`src/rtl/mem_arbiter.sv`:
```
// Shares one fixed-latency unified memory between the fetch port and the data port.
// Data wins by default; a pending fetch is forced ahead after MAX_WAIT consecutive data grants.
//
// state | meaning
// IDLE  | no access in flight; arbitrate pending requests
// ISSUE | mem_en strobe to the memory
// WAIT  | count down the read latency, capture read data on the last cycle
// RESP  | one-cycle ready pulse to the owner; requests ignored
module mem_arbiter #(
    parameter int ADDR_W   = 32,
    parameter int DATA_W   = 32,
    parameter int LAT      = 2,
    parameter int MAX_WAIT = 2
) (
    input  logic              clk,
    input  logic              reset,
    input  logic              i_req,
    input  logic [ADDR_W-1:0] i_addr,
    output logic              i_ready,
    output logic [DATA_W-1:0] i_rdata,
    input  logic              d_req,
    input  logic              d_we,
    input  logic [ADDR_W-1:0] d_addr,
    input  logic [DATA_W-1:0] d_wdata,
    output logic              d_ready,
    output logic [DATA_W-1:0] d_rdata,
    output logic              mem_en,
    output logic              mem_we,
    output logic [ADDR_W-1:0] mem_addr,
    output logic [DATA_W-1:0] mem_wdata,
    input  logic [DATA_W-1:0] mem_rdata,
    output logic              busy,
    output logic              owner
);

    localparam int SW = $clog2(MAX_WAIT + 1);
    localparam int LW = $clog2(LAT + 1);
    localparam logic [SW-1:0] STARVE_MAX = SW'(MAX_WAIT);
    localparam logic [LW-1:0] LAT_LOAD   = LW'(LAT);
    localparam logic [LW-1:0] LAT_LAST   = LW'(1);

    typedef enum logic [1:0] {IDLE, ISSUE, WAIT, RESP} state_t;

    state_t          state;
    state_t          state_nxt;
    logic [LW-1:0]   lat_cnt;
    logic [SW-1:0]   starve_cnt;
    logic            grant_any;
    logic            grant_d;

    always_ff @(posedge clk or posedge reset) begin
        if (reset) begin
            state <= IDLE;
        end else begin
            state <= state_nxt;
        end
    end

    always_comb begin
        state_nxt = state;
        grant_any = 1'b0;
        grant_d   = 1'b0;
        case (state)
            IDLE: begin
                if (i_req || d_req) begin
                    grant_any = 1'b1;
                    // a starved fetch overrides the default data priority
                    grant_d   = d_req && !(i_req && (starve_cnt == STARVE_MAX));
                    state_nxt = ISSUE;
                end
            end
            ISSUE: state_nxt = WAIT;
            WAIT: begin
                if (lat_cnt == LAT_LAST) begin
                    state_nxt = RESP;
                end
            end
            RESP:    state_nxt = IDLE;
            default: state_nxt = IDLE;
        endcase
    end

    always_ff @(posedge clk or posedge reset) begin
        if (reset) begin
            owner      <= 1'b0;
            mem_we     <= 1'b0;
            mem_addr   <= '0;
            mem_wdata  <= '0;
            lat_cnt    <= '0;
            starve_cnt <= '0;
            i_rdata    <= '0;
            d_rdata    <= '0;
        end else begin
            if (grant_any) begin
                owner    <= grant_d;
                mem_addr <= grant_d ? d_addr : i_addr;
                mem_we   <= grant_d && d_we;
                if (grant_d) begin
                    mem_wdata <= d_wdata;
                end
                if (!grant_d) begin
                    starve_cnt <= '0;
                end else if (i_req && (starve_cnt != STARVE_MAX)) begin
                    starve_cnt <= starve_cnt + 1'b1;
                end
            end

            if (state == ISSUE) begin
                lat_cnt <= LAT_LOAD;
            end else if (state == WAIT) begin
                lat_cnt <= lat_cnt - 1'b1;
            end

            if ((state == WAIT) && (lat_cnt == LAT_LAST) && !mem_we) begin
                if (owner) begin
                    d_rdata <= mem_rdata;
                end else begin
                    i_rdata <= mem_rdata;
                end
            end
        end
    end

    assign mem_en  = (state == ISSUE);
    assign busy    = (state != IDLE);
    assign i_ready = (state == RESP) && !owner;
    assign d_ready = (state == RESP) && owner;

endmodule

```
`config.mk`:
```
export PLATFORM = sky130hd
export DESIGN_NAME = mem_arbiter
export DESIGN_NICKNAME = d
export VERILOG_FILES = /design/src/rtl/mem_arbiter.sv
export SDC_FILE = /design/constraint.sdc
export NUM_CORES = 1
export LEC_CHECK = 0
export CAP_MARGIN = 20
export CORE_ASPECT_RATIO = 1.4
export CORE_MARGIN = 2
export CORE_UTILIZATION = 43
export CTS_BUF_LIST = sky130_fd_sc_hd__clkbuf_4 sky130_fd_sc_hd__clkbuf_8
export DETAILED_ROUTE_END_ITERATION = 12
export PLACE_DENSITY_LB_ADDON = 0.3
export SLEW_MARGIN = 20
export SYNTH_ARGS = -nofsm -noshare
export SYNTH_HDL_FRONTEND = slang
export SYNTH_SLANG_ARGS = --single-unit
```
`constraint.sdc`:
```
create_clock -name clk -period 5.13 [get_ports clk]
set_input_delay 1.026 -clock clk [delete_from_list [all_inputs] [get_ports clk]]
set_output_delay 1.026 -clock clk [all_outputs]
set_load 0.005 [all_outputs]
```
==> metrics <==
Clock Skews=0.0122 ns; clock power share=0.178; Critical Path AT=3.81 ns; Via density=5.20; Crit. End Element=register; HPWL after detailed placement=11400 um; Final period util=0.682; Global Route met3 Usage=0.0609; vias post-DR=4619; CP top delay family=simple AND/OR/NAND/NOR gates; sw power=1.63 mW; syn nets=579; per-cell routed wire length=17.6 um; Syn-to-layout area delta=53.7%; maximum clock path buffer count=2; Placed Area=8600 um^2; pre-CTS setup slack=1.19 ns; maxcap violations=0; Seq cells post-synth=136; post-synthesis cell type count=31; WP buf/inv=2; ys async rst share=1.00; Main synth FF type=dfrtp_1; setup bufs post-CTS=0; Routed WL=15600 um; Top Ports=267; post-synthesis cell count=439; Comb pwr share=0.456; overall routing resource usage=0.217; cells along the critical path=clkdlybuf4s50_1 -> buf_4 -> nand2_1 -> nor2_8 -> mux2_2; global-route track usage on met1=0.242; Worst-Margin Slew=1.10 ns; I/O Buffers=266; Final Critical Period=3.50 ns; die area=14600 um^2; CTS resizes=0; EDFF count, synth=0; initial antenna violation count=0; status=finished, final reports clean; critical path class=in -> reg; Power Dens Cells=589 nW/um^2; drt drc=0; initial core utilization=0.439; Flop pwr share=0.366; Startpoint Class=input port; drt initial violations=125; most common cell after layout, fill and taps aside=clkdlybuf4s50_1; Worst path slowest cell=nor2_8; Synth top area share=0.580; worst hold path type=reg -> reg; CTS Hold Bufs=0; FP Rows=50; final worst setup slack=1.63 ns; Clk Latency, worst-skew pair=0.42 ns; Switching Fraction=0.307; commonest cells after routing, fill and taps aside=clkdlybuf4s50_1, dfrtp_1, mux2_2, o21ai_0, nor2_1; CP max stage delay=0.85 ns; Clock Sinks=136; Core Region=13400 um^2; Antenna Violating Nets Remaining=0; die width=103 um; Synth area leaders=dfrtp_1, mux2_2, mux2_4; final hold vios=0; TNS Setup=0 ns; fraction of layout cells with a size suffix above 1=0.191; f_max=286 MHz; Initial DRT Pass Iterations=5; final setup violation count=0; met2 Usage GRT=0.384; VDD IR-drop max=0.000253 V; RePlAce Congestion=0.845; largest net degree at the start of global routing=67; nets@finish=833; Max Transition Viols Final=0; mean post-synth cell area=13.4 um^2; Die Ht=142 um; CTS root buffer=clkbuf_8; Max FO, Critical Path=37; # diodes=0; RSZ-0062 raised after global routing=no; Overflow after GRT=0; sequential fraction of the synthesis area=0.580; CTS clock-pin slew for the worst setup and hold paths=0.08 ns; fin util=0.674; post-synth design cell area=5870 um^2; Synth Warn #=0; post-route design area=9020 um^2; number of global-route vias before repair=4863; gr busiest metal=met2; Yosys top cell by area=dfrtp_1; Leak=3.67 nW; Rel. slew slack=0.264; Pint=3.68 mW; TritonCTS clock tree=done; first-pass GRT wire length=24500 um; worst endpoint required time=5.44 ns; CTS H-tree depth=4; CTS Buf Count=17
[metal layers]
layer / up-vias / share of wire
li1: 2121 / -
met1: 2232 / 0.36
met2: 232 / 0.53
met3: 34 / 0.080
met4: 0 / 0.032
met5: - / 0
[area by class of cell]
type                    count  area [um^2]
flip-flops and latches    136         3400
fillers                  1023         4360
well taps                 182          228
inverters                   9         36.3
multi-input cells         257         2220
clock buffers              18          241
clock inverters            14          186
repair buffers            272         2710
[metrics by stage]
| stage | instances | power [mW] | hold WS [ns] |
|---|---|---|---|
| 2_1_floorplan | 439 | 3.00 | 0.452 |
| 3_3_place_gp | 856 | 4.30 | 0.466 |
| 3_5_place_dp | 856 | 4.41 | 0.474 |
| 4_1_cts | 888 | 5.38 | 0.491 |
| 5_1_grt | 888 | 5.66 | 0.497 |
| 6_report | 888 | 5.31 | 0.492 |
[worst register-to-register path, delay by kind of cell, from the launching register on]
kind	cells	cell delay (ns)
DFF	1	0.42
and+or+nand+nor	2	1.55
buffers and inverters	2	0.47
muxes	1	0.43
adders and majority gates	1	0.15
[registers in the layout (all words and copies together), names as in the netlist]
name        cells
mem_addr       32
mem_wdata      32
d_rdata        32
i_rdata        32
owner           1
starve_cnt      2
lat_cnt         2
state           2
mem_we          1
[Yosys cell counts (2+ instances only)]
cell / n
dfrtp_1: 136
mux2_2: 65
o21ai_0: 37
nor2_1: 33
a31oi_1: 32
o2111ai_1: 32
mux2_4: 28
clkbuf_1: 15
buf_2: 9
inv_1: 9
ha_1: 7
buf_4: 5
mux2_1: 5
nand2_1: 5
clkbuf_2: 3
and2_1: 2
buf_12: 2
[logic make-up (layout without fill, tap and decap cells)]
kind of cell    Yosys count  in the layout  synth area share
compound gates          106            106             0.120
fa+ha+maj                 7              7            0.0149
buf+inv                  46            313            0.0433
flops                   136            136             0.580
mux                      98             98             0.206
simple gates             46             46            0.0364
[power groups by stage]
stage / sequential (mW) / clock (mW) / combinational (mW)
after CTS: 1.95 / 0.971 / 2.46
after detailed placement: 1.95 / 0 / 2.45
after global placement: 1.93 / 0 / 2.37
final: 1.95 / 0.946 / 2.42
after floorplan: 1.95 / 0 / 1.06
after global routing: 2.01 / 1.01 / 2.64
[path summary, 6_finish.rpt]
path,startpoint,end,cells past startpoint,slack (ns)
min in group asynchronous,reset,mem_wdata[30],2,1.11
hold reg to reg,i_rdata[24],i_rdata[24],1,0.49
hold / removal,i_rdata[24],i_rdata[24],1,0.49
setup / recovery,d_req,mem_wdata[1],5,1.63
max in group asynchronous,reset,d_rdata[31],3,2.94
setup reg to reg,state[0],mem_wdata[1],6,2.00
(Power assumes the default switching activity.)
